==> src/rtl/pea_invoke_ctrl_pkg.sv <==
// Shared encodings for the PEA invocation controller: command modes, readiness
// check modes, controller states and a constant-width helper.
package pea_invoke_ctrl_pkg;

    localparam logic [7:0] MODE_STP = 8'd0;
    localparam logic [7:0] MODE_EVP = 8'd1;
    localparam logic [7:0] MODE_EVB = 8'd2;
    localparam logic [7:0] MODE_RST = 8'd3;

    typedef enum logic [1:0] {
        SETUP_INSTR = 2'b00,
        INSTR       = 2'b01
    } next_mode_e;

    typedef enum logic [2:0] {
        ST_IDLE      = 3'd0,
        ST_FETCH     = 3'd1,
        ST_CHECK     = 3'd2,
        ST_FIRE      = 3'd3,
        ST_WAIT_DONE = 3'd4
    } state_e;

    // Smallest r with 2**r >= value; used to size the FIFO count buses.
    function automatic int log2(input int value);
        int r;
        r = 0;
        for (int i = 0; i < 31; i++) begin
            if ((1 << i) < value) r = i + 1;
        end
        return r;
    endfunction

endpackage

==> src/rtl/PEA_enable.sv <==
// Readiness check: decides whether the FIFOs can accept the next step, either
// a command pop (SETUP_INSTR) or a core firing of the latched command (INSTR).
module PEA_enable
    import pea_invoke_ctrl_pkg::*;
#(
    parameter int L = 10
) (
    input  next_mode_e     next_mode_i,
    input  logic [7:0]     mode_i,
    input  logic [4:0]     b_i,
    input  logic [3:0]     n_i,
    input  logic [L-1:0]   command_pop_i,
    input  logic [L-1:0]   data_pop_i,
    input  logic [L-1:0]   result_free_i,
    input  logic [L-1:0]   status_free_i,
    output logic           enable_o
);

    localparam int CW = (L > 5) ? L : 5;

    logic [4:0]    n_plus_1;
    logic [CW-1:0] cp, dp, rf, sf, b_ext, np1_ext;

    // N+1 is formed at 5 bits so degree 15 needs 16 data words.
    assign n_plus_1 = {1'b0, n_i} + 5'd1;
    assign cp       = CW'(command_pop_i);
    assign dp       = CW'(data_pop_i);
    assign rf       = CW'(result_free_i);
    assign sf       = CW'(status_free_i);
    assign b_ext    = CW'(b_i);
    assign np1_ext  = CW'(n_plus_1);

    always_comb begin
        enable_o = 1'b0;
        if (next_mode_i == SETUP_INSTR) begin
            enable_o = (cp >= CW'(1));
        end else begin
            case (mode_i)
                MODE_STP: enable_o = (dp >= np1_ext) && (rf >= CW'(1)) && (sf >= CW'(1));
                MODE_EVP: enable_o = (dp >= CW'(1))  && (rf >= b_ext)  && (sf >= b_ext);
                MODE_EVB: enable_o = (dp >= b_ext)   && (rf >= b_ext)  && (sf >= b_ext);
                MODE_RST: enable_o = 1'b1;
                default:  enable_o = 1'b0;
            endcase
        end
    end

endmodule

==> src/rtl/pea_invoke_ctrl.sv <==
// PEA invocation controller: pops one command, waits until the FIFOs can
// serve it, fires the core once and waits for its completion pulse.
module pea_invoke_ctrl
    import pea_invoke_ctrl_pkg::*;
#(
    parameter  int word_size   = 16,
    parameter  int buffer_size = 1024,
    localparam int L           = log2(buffer_size)
) (
    input  logic                 clk,
    input  logic                 rst,
    input  logic [L-1:0]         command_pop,
    input  logic [L-1:0]         data_pop,
    input  logic [L-1:0]         result_free_space,
    input  logic [L-1:0]         status_free_space,
    input  logic [word_size-1:0] command_in,
    output logic                 command_rd_en,
    input  logic                 core_done,
    output logic                 core_start,
    output logic [7:0]           core_mode,
    output logic [4:0]           core_b,
    output logic [3:0]           core_N,
    output logic                 busy,
    output logic [15:0]          fire_count,
    output logic [7:0]           err_count,
    output state_e               dbg_state_o
);

    state_e               state_q;
    logic [word_size-1:0] cmd_reg_q;
    logic [3:0]           n_reg_q;
    logic [7:0]           core_mode_q;
    logic [4:0]           core_b_q;
    logic [3:0]           core_n_q;
    logic [15:0]          fire_count_q;
    logic [7:0]           err_count_q;

    logic [7:0]  cmd_mode;
    logic [4:0]  cmd_b;
    logic [3:0]  chk_n;
    logic        cmd_invalid;
    logic        enable;
    logic        cmd_unused;
    next_mode_e  next_mode;

    assign cmd_mode    = cmd_reg_q[15:8];
    assign cmd_b       = cmd_reg_q[4:0];
    assign chk_n       = (cmd_mode == MODE_STP) ? cmd_reg_q[3:0] : n_reg_q;
    assign cmd_invalid = (cmd_mode > MODE_RST) ||
                         (((cmd_mode == MODE_EVP) || (cmd_mode == MODE_EVB)) && (cmd_b == 5'd0));
    assign next_mode   = (state_q == ST_IDLE) ? SETUP_INSTR : INSTR;
    assign cmd_unused  = ^cmd_reg_q;

    PEA_enable #(.L(L)) u_enable (
        .next_mode_i   (next_mode),
        .mode_i        (cmd_mode),
        .b_i           (cmd_b),
        .n_i           (chk_n),
        .command_pop_i (command_pop),
        .data_pop_i    (data_pop),
        .result_free_i (result_free_space),
        .status_free_i (status_free_space),
        .enable_o      (enable)
    );

    // Pop strobe is decoded from IDLE so the FIFO data is valid during FETCH.
    assign command_rd_en = (state_q == ST_IDLE) && enable;
    assign core_start    = (state_q == ST_FIRE);
    assign busy          = (state_q != ST_IDLE);
    assign core_mode     = core_mode_q;
    assign core_b        = core_b_q;
    assign core_N        = core_n_q;
    assign fire_count    = fire_count_q;
    assign err_count     = err_count_q;
    assign dbg_state_o   = state_q;

    always_ff @(posedge clk or negedge rst) begin
        if (!rst) begin
            state_q      <= ST_IDLE;
            cmd_reg_q    <= '0;
            n_reg_q      <= '0;
            core_mode_q  <= '0;
            core_b_q     <= '0;
            core_n_q     <= '0;
            fire_count_q <= '0;
            err_count_q  <= '0;
        end else begin
            case (state_q)
                ST_IDLE: begin
                    if (enable) state_q <= ST_FETCH;
                end
                ST_FETCH: begin
                    cmd_reg_q <= command_in;
                    state_q   <= ST_CHECK;
                end
                ST_CHECK: begin
                    if (cmd_invalid) begin
                        if (err_count_q != 8'hFF) err_count_q <= err_count_q + 8'd1;
                        state_q <= ST_IDLE;
                    end else if (enable) begin
                        core_mode_q <= cmd_mode;
                        core_b_q    <= cmd_b;
                        core_n_q    <= chk_n;
                        if (cmd_mode == MODE_STP) n_reg_q <= cmd_reg_q[3:0];
                        if (cmd_mode == MODE_RST) n_reg_q <= 4'd0;
                        state_q <= ST_FIRE;
                    end
                end
                ST_FIRE: begin
                    state_q <= ST_WAIT_DONE;
                end
                ST_WAIT_DONE: begin
                    if (core_done) begin
                        fire_count_q <= fire_count_q + 16'd1;
                        state_q      <= ST_IDLE;
                    end
                end
                default: state_q <= ST_IDLE;
            endcase
        end
    end

endmodule

==> config.mk <==
export PLATFORM = sky130hd
export DESIGN_NAME = pea_invoke_ctrl
export DESIGN_NICKNAME = d
export VERILOG_FILES = /design/src/rtl/pea_invoke_ctrl_pkg.sv /design/src/rtl/PEA_enable.sv /design/src/rtl/pea_invoke_ctrl.sv
export SDC_FILE = /design/constraint.sdc
export NUM_CORES = 1
export LEC_CHECK = 0
export ABC_AREA = 1
export BUFFER_PORTS_ARGS = -buffer_cell sky130_fd_sc_hd__buf_2
export CAP_MARGIN = 10
export CORE_UTILIZATION = 30
export DETAILED_ROUTE_END_ITERATION = 10
export SYNTH_ARGS = -nofsm -noshare
export SYNTH_HDL_FRONTEND = slang
export SYNTH_SLANG_ARGS = --single-unit
==> constraint.sdc <==
create_clock -name clk -period 4.1 [get_ports clk]
set_input_delay 0.205 -clock clk [delete_from_list [all_inputs] [get_ports clk]]
set_output_delay 0.205 -clock clk [all_outputs]
set_load 0.02 [all_outputs]
* Word level (Yosys, flattened, before mapping)
Index checks and enable logic that the tools add are counted.
** Storage, ports and cells
- Input port bits :: 59
- Word-level logic and storage cells :: 61
- Flip-flop bits (word level) :: 64
** Cells by class
- Reduce and logical (&&, ||, !) cells :: 19
- $add $sub $neg :: 3
- Equal/unequal tests :: 11
- $lt $le $gt $ge :: 9
- Bitwise logic cells :: 1
- Mux-type cells :: 10
** Operators with widths (count)
- $ge A10 B1 Y1 const B :: 4
- $ge A10 B5 Y1 :: 4
- $add A16 B1 Y16 const B :: 1
- $eq A8 B2 Y1 const B :: 2
- $pmux W3 S5 :: 1
- $mux W3 :: 4
- $reduce_and A3 Y1 :: 3
- $add A8 B1 Y8 const B :: 1
- $eq A8 B1 Y1 const B :: 1
- $gt A8 B2 Y1 const B :: 1
- $logic_and A1 B1 Y1 :: 8
- $logic_not A8 Y1 :: 1
- $mux W4 :: 2
- $ne A8 B8 Y1 const B :: 1
- $eq A3 B2 Y1 const B :: 2
- $add A4 B1 Y5 const B :: 1
- $logic_not A5 Y1 :: 1
- $ne A2 B2 Y1 const B :: 2
- $pmux W1 S4 :: 1
- $eq A3 B1 Y1 const B :: 1
- $eq A3 B3 Y1 const B :: 1
- $logic_not A3 Y1 :: 1
- $ne A3 B3 Y1 const B :: 1
- $reduce_bool A3 Y1 :: 1
- other kinds (5) :: 7

* Longest topological paths before layout
Gate-level depths: netlist (run 1).
- Depth after elaboration :: 11
- Mapped depth :: 21
- Depth with buffers taken out :: 20

* Hierarchy
Synthesis (run 1) repeated with hierarchy kept, for this count alone.
** Unflattened totals
- Cells, all modules :: 531
- Area total of the unflattened synthesis :: 3898.7 um2
** By module, submodules not included
- pea_invoke_ctrl :: area an instance 3020.4 um2, cells each 372, instances 1, seq. area each 1526.5 um2
- PEA_enable :: area an instance 878.3 um2, cells each 159, instances 1, seq. area each 0.0 um2

* Worst setup path before layout (run 1)
OpenSTA, ideal clock, no wires.
- Path kind :: register -> register
- Start :: register cmd_reg_q[11]
- End :: register core_n_q[0] (netlist: core_N[0])
- Setup time :: 0.117 ns
- Data required time :: 3.983 ns
- Arrival time :: 2.629 ns
- Buffers on the path :: 1
- Clock period less this slack :: 2.746 ns
- Cell stages (with the launch flop) :: 21
- Path slack :: 1.354 ns
- Path through :: dfrtp_1 nor2_2 nand3_1 nor2_2 inv_1 o21ai_0 ha_1 nand3_1 ha_1 inv_1 nor2_1 nand3_1 a21oi_1 nor2_1 nor2_1 nor2_1 nand2_4 nand2_4 buf_6 nand2_1 nand2_1
** Between the ends
- Cells in the longest elaborated chain, start to end :: 9
- Elaborated cells between the ends (all ways) :: 17
** Ends and longest elaborated chain
- start, declared :: RTL line pea_invoke_ctrl.sv:30 : logic [word_size-1:0] cmd_reg_q;
- start signal, assigned :: RTL line pea_invoke_ctrl.sv:93 : cmd_reg_q <= command_in;
- $logic_not A8 Y1 :: RTL line PEA_enable.sv:38, pea_invoke_ctrl.sv:48
- $mux W4
- $add A4 B1 Y5 :: RTL line PEA_enable.sv:25 : assign n_plus_1 = {1'b0, n_i} + 5'd1;
- $ge A10 B5 Y1 :: RTL line PEA_enable.sv:39 : MODE_STP: enable_o = (dp >= np1_ext) && (rf >= CW'(1)) && (sf >= CW'(1));
- $logic_and A1 B1 Y1 (2 in a row) :: RTL line PEA_enable.sv:39
- $pmux W1 S4 :: RTL line PEA_enable.sv:38 : case (mode_i)
- $mux W1 :: RTL line PEA_enable.sv:35 : if (next_mode_i == SETUP_INSTR) begin
- $reduce_and A3 Y1 (no source line)
- end signal, assigned :: RTL line pea_invoke_ctrl.sv:103 : core_n_q <= chk_n;
- end, declared :: RTL line pea_invoke_ctrl.sv:34 : logic [3:0] core_n_q;
Several ways; a longest one is shown, not always the timed one.
A chain may end at the register's enable or synchronous reset.

* Final worst setup path (run 1)
- Start :: register cmd_reg_q[12]
- End :: register core_mode_q[2] (netlist: core_mode[2])
** Between the ends
- Cells in the longest elaborated chain, start to end :: 9
- Elaborated cells between the ends (all ways) :: 17
** Ends and longest elaborated chain
- $logic_not A8 Y1 :: RTL line PEA_enable.sv:38, pea_invoke_ctrl.sv:48
- $mux W4
- $add A4 B1 Y5 :: RTL line PEA_enable.sv:25
- $ge A10 B5 Y1 :: RTL line PEA_enable.sv:39
- $logic_and A1 B1 Y1 (2 in a row) :: RTL line PEA_enable.sv:39
- $pmux W1 S4 :: RTL line PEA_enable.sv:38
- $mux W1 :: RTL line PEA_enable.sv:35
- $reduce_and A3 Y1 (no source line) (*)
- end signal, assigned :: RTL line pea_invoke_ctrl.sv:101 : core_mode_q <= cmd_mode;
- end, declared :: RTL line pea_invoke_ctrl.sv:32 : logic [7:0] core_mode_q;
Mark *: on every way between the ends. The rest lies on a longest branch, timed or not.

==> qor.yml, run 1 <==
synthArstFlopShare: 1.00
syn_inst: 424
syn_area_sq_mm: 0.00348
worstSetupPathType: "flop to flop"
antenna_found_initial: 0
synthFlopType: "dfrtp_1"
grt_overflow: 0
mostFrequentLayoutCells: "buf_2 (102), nand2_1 (88), dfrtp_1 (61)"
skew_ns: 0.00547
cts.repair.resized: 0
synth_cell_types: 29
layout-drive-gt1-share: 0.266
rows: 38
ys_seq_elements: 61
ir_worst_vdd_mv: 0.309
p_clk_frac: 0.335
hold_buffers: 0
synth_nets: 505
worstHoldPathType: "input pin to asynchronous set/reset pin"
multi_input_area_sq_mm: 0.00168
wl_um: 8060
regArea_sq_mm: 0.00153
cp.arrival_ns: 3.65
grt_pass1_vias: 2976
final_nets: 613
io_pins: 106
critPathBufInv: 3
finalSetupViolations: 0
n_antenna_cell: 0
fin_tns_setup_ns: 0
critPathMaxStageDelay_ns: 0.47
initial_core_util: 0.314
ys.warnings.count: 0
cp_common_cell: "nor2_1"
first_pass_iters: 4
drv_cap: 0
critPathLaunchType: "flop"
place_hpwl_um: 6300
period_minus_slack_ns: 3.45
clk_latency_ns: 0.32
ant_nets: 0
min_period_over_period: 0.841
cts_buffers: 9
final_common_cell: "buf_2"
drt_iter0_drc: 125
vias: 3083
worst_pin_slew_ns: 0.794
clock-root-buffer: "clkbuf_16"
core_sq_mm: 0.0111
status: "completed"
grt-busiest-layer: "met2"
rsz0062_at_grt: "false"
grt_pass1_wl_um: 13500
hold_viol: 0
clock_path_buffers: 2
grt_usage: 0.145
power.static_leakage_nw: 2.49
die_w_um: 110
portBuffers: 102
dieArea_sq_mm: 0.0120
drc: 0
worstSetupEndpointType: "flop"
power_mw: 2.67
grt_start_max_net_pins: 62
pwr-share-comb: 0.332
relSlewSlack: 0.469
met3_usage: 0.0439
p_sw_mw: 0.957
crit_chain: "nor2_1 -> nand3_1 -> nor2_2 -> inv_1 -> o21ai_0 -> ha_1 -> nand3_1 -> ha_1 -> inv_1 -> nor2_1 -> nand3_1 -> a21oi_1 -> nor2_1 -> nor2_1 -> nor2_1 -> nand2_4 -> nand2_4 -> inv_1 -> nor2_1"
crit_fanout: 16
finalMaxSlewViolations: 0
clk_pin_slew_worst_paths_ns: 0.05
fmaxAchievable_mhz: 290
fill_cells: 1174
switching_share: 0.358
post-cts-setup-buffer-count: 0
power_frac_seq: 0.333
via_per_inst: 4.55
worst-endpoint-required_ns: 4.30
cts_tree: "built"
slowest_stage: "o21ai_0"
cts_max_level: 3
cts_sinks: 61
internal_power_mw: 1.72
cp_top_family: "simple AND/OR/NAND/NOR gates"
globalRouteMet1Util: 0.177
power_density_mw_per_mm2: 595
synth_edf_count: 0
fp.dieH_um: 110
ys_seq_area_frac: 0.439
wl_per_cell_um: 11.9
areaGrowthSynthToFinish_pct: 29.1
synth_area_per_cell_sq_um: 8.21
grtUsageMet2: 0.240
gp_congestion: 0.784
==> through the flow <==
stage,area [sq um],util,hold slack [ns],setup slack [ns],instances
2_1_floorplan,3480,-,-0.0906,1.35,424
3_3_place_gp,4130,0.373,0.417,0.726,661
3_5_place_dp,4130,0.373,0.434,0.660,661
4_1_cts,4490,0.406,0.0831,0.654,677
5_1_grt,4490,0.406,0.107,0.219,677
6_report,4490,0.406,0.0438,0.652,677
==> routing by layer <==
layer,share of wire,wire (um)
met1,0.43,3500
met2,0.49,3950
met3,0.061,492
met4,0.015,120
met5,0,0
==> synthesized netlist by cell type, drive strengths merged, types with 2 or more instances <==
cell type	count	area, sq um
buf	4	32.5
mux2	8	90.1
dfrtp	61	1530
inv	62	233
o211ai	2	15.0
nor4	3	18.8
nor3	13	75.1
a21oi	10	50.1
clkbuf	2	7.51
nand3	37	195
nand2	90	353
nor2	65	262
nand4	8	65.1
xnor2	4	35.0
o21ai	9	45.0
xor2	20	175
ha	22	275
==> cells by family after synthesis <==
logic type	synth area share
AND/OR/NAND/NOR	0.284
buffers and inverters	0.0784
flip-flops	0.439
XOR/XNOR	0.0604
AO/OA/AOI/OAI	0.0338
adder cells (fa/ha/maj)	0.0791
multiplexers	0.0259
==> registers in the layout, summed over array words and instances (netlist names) <==
signal / cells
err_count: 8
n_reg_q: 4
dbg_state_o: 3
cmd_reg_q: 13
core_b: 5
fire_count: 16
core_mode: 8
core_N: 4
==> layout make-up <==
cell class                 instances  area share
multi-input combinational        295       0.374
inverter                          62      0.0518
sequential                        61       0.340
timing repair buffer             103       0.115
tap                              140      0.0390
clock inverter                     3      0.0200
clock buffer                      13      0.0601
==> power by group through the flow <==
stage          sequential (mW)  combinational (mW)  clock, mW
2_1_floorplan            0.978               0.534          0
3_3_place_gp             0.892               0.871          0
3_5_place_dp             0.900               0.900          0
4_1_cts                  0.891               0.903      0.918
5_1_grt                  0.914                1.01      0.940
6_report                 0.890               0.889      0.895
==> final timing paths <==
check,startpoint,to,slack (ns),cells past startpoint
setup / recovery,cmd_reg_q[12]$_DFFE_PN0P_,core_mode[2]$_DFFE_PN0P_,0.65,19
hold / removal,rst,n_reg_q[3]$_DFFE_PN0P_,0.04,2
setup reg to reg,cmd_reg_q[12]$_DFFE_PN0P_,core_mode[2]$_DFFE_PN0P_,0.65,19
hold reg to reg,fire_count[15]$_DFFE_PN0P_,fire_count[15]$_DFFE_PN0P_,0.46,1
max in group asynchronous,rst,err_count[6]$_DFFE_PN0P_,3.55,2
min in group clk,command_in[8],cmd_reg_q[8]$_DFFE_PN0P_,0.11,2
Note: power is estimated with default switching activity, not from simulation.
==> run 2, diff against run 1 <==
Clock period 4.1 ns to 3.4 ns, I/O delays scaled along.
==> qor.yml, run 2 (synthesized netlist as in run 1, its figures left out) <==
hold_buffers: 0
reg2reg_depth: 19
worst_pin_slew_ns: 0.885
dieArea_sq_mm: 0.0120
fin_tns_setup_ns: 0
finalMaxSlewViolations: 0
clk_latency_ns: 0.32
portBuffers: 102
rows: 38
hold_ws_ns: -0.0237
first_pass_iters: 4
finalSetupViolations: 0
vias: 3043
worstSetupEndpoint: "core_mode[4]$_DFFE_PN0P_"
clock-root-buffer: "clkbuf_16"
hold_viol: 38
core_sq_mm: 0.0111
relSlewSlack: 0.410
grt_pass1_vias: 2938
via_per_inst: 4.47
switching_share: 0.360
crit_fanout: 16
wl_per_cell_um: 12.0
fill_cells: 1172
worst-endpoint-required_ns: 3.60
fmaxAchievable_mhz: 329
multi_input_area_sq_mm: 0.00168
regToRegStartpoint: "cmd_reg_q[12]$_DFFE_PN0P_"
crit_start: "cmd_reg_q[12]$_DFFE_PN0P_"
ir_worst_vdd_mv: 0.353
power_mw: 3.21
dpl_cell_area_sq_mm: 0.00416
power_frac_seq: 0.332
p_clk_frac: 0.322
grt_usage: 0.147
timing.rr.end: "core_mode[4]$_DFFE_PN0P_"
cts_buffers: 9
fp.dieH_um: 110
drc: 0
layout-drive-gt1-share: 0.274
n_antenna_cell: 0
critPathLaunchType: "flop"
p_sw_mw: 1.16
cts_max_level: 3
cts_sinks: 61
stdcell_area_sq_mm: 0.00451
antenna_found_initial: 0
power.static_leakage_nw: 2.50
ant_nets: 0
areaGrowthSynthToFinish_pct: 29.5
grt_overflow: 0
mostFrequentLayoutCells: "buf_2 (102), nand2_1 (88), dfrtp_1 (61)"
drt_iter0_drc: 105
grt_start_max_net_pins: 41
wl_um: 8160
io_pins: 106
violations: "negative hold slack"
regArea_sq_mm: 0.00153
largest_reg_flops: 16
skew_ns: 0.00564
internal_power_mw: 2.05
worstHoldPathType: "input pin to asynchronous set/reset pin"
gp_congestion: 0.778
final_util: 0.407
worstSetupPathType: "flop to flop"
min_period_over_period: 0.895
grt_pass1_wl_um: 13600
status: "finished, violations left"
clock_path_buffers: 2
clk_pin_slew_worst_paths_ns: 0.05
place_hpwl_um: 6520
die_w_um: 110
post-cts-setup-buffer-count: 0
worstSetupEndpointType: "flop"
initial_core_util: 0.314
r2r_slack_ns: 0.36
period_minus_slack_ns: 3.04
power_density_mw_per_mm2: 712
pwr-share-comb: 0.345
cts_tree: "built"
cp.arrival_ns: 3.25
rsz0062_at_grt: "false"
final_common_cell: "buf_2"
drv_cap: 0
final_nets: 617
run 2: cell count changes in the layout (fill, tap and decap cells not counted):
| cell | previous run | this run |
|---|---|---|
| buf_4 | 1 | 5 |
| clkbuf_1 | 1 | 2 |
| clkbuf_8 | 3 | 1 |
| clkinv_2 | 0 | 1 |
| inv_1 | 60 | 59 |
| inv_2 | 2 | 3 |
| nor2_1 | 58 | 57 |
| nor2_2 | 7 | 8 |
run 2: worst min-delay path by stage:
stage	endpoint	cells past startpoint	slack (ns)	startpoint
global placement	core_N[3]$_DFFE_PN0P_	1	0.34	rst
finish	core_b[1]$_DFFE_PN0P_	1	-0.02	rst
global route	core_b[0]$_DFFE_PN0P_	1	0.05	rst
floorplan	cmd_reg_q[0]$_DFFE_PN0P_	0	-0.13	rst
detailed placement	core_mode[2]$_DFFE_PN0P_	1	0.35	rst
CTS	core_mode[2]$_DFFE_PN0P_	1	0.004	rst
run 2: power by group through the flow:
stage / logic [mW] / clock network (mW) / registers [mW]
after global routing: 1.25 / 1.10 / 1.09
final: 1.11 / 1.03 / 1.07
after CTS: 1.12 / 1.06 / 1.07
after detailed placement: 1.12 / 0 / 1.08
after global placement: 1.08 / 0 / 1.07
after floorplan: 0.644 / 0 / 1.18
run 2: metrics by stage:
stage	hold WS [ns]	setup WS, ns	instances
after floorplan	-0.126	0.654	424
after global placement	0.340	0.328	665
after detailed placement	0.347	0.277	665
after CTS	0.00431	0.267	681
after global routing	0.0497	0.0179	681
final	-0.0237	0.356	681
run 2: final cells by class:
class | count | area share
Multi-Input combinational cell | 295 | 0.374
Sequential cell | 61 | 0.339
Timing Repair Buffer | 107 | 0.122
Clock buffer | 12 | 0.0547
Inverter | 62 | 0.0516
Tap cell | 140 | 0.0389
Clock inverter | 4 | 0.0211
run 2: critical path: stages (launching register included):
cell and delay [ns]:
dfrtp_1 0.37, nor2_1 0.16, nand3_1 0.13, nor2_2 0.15
inv_1 0.14, o21ai_1 0.30, ha_1 0.25, nand3_1 0.09
ha_1 0.29, inv_1 0.04, nor2_1 0.11, nand3_1 0.08
a21oi_1 0.12, nor2_1 0.07, nor2_1 0.15, nor2_2 0.07
nand2_4 0.10, nand2_4 0.12, inv_2 0.13, nor2_1 0.05
run 2: metal layers:
metal | part of all wire | track usage
met1 | 0.44 | 0.177
met2 | 0.50 | 0.255
met3 | 0.052 | 0.0421
met4 | 0.0092 | 0.0410
met5 | 0 | 0
run 2: repair_timing:
action | in CTS | in global routing
resized for setup | 0 | 2
endpoints found under the hold margin | 0 | 0
setup endpoints to repair | 0 | 6
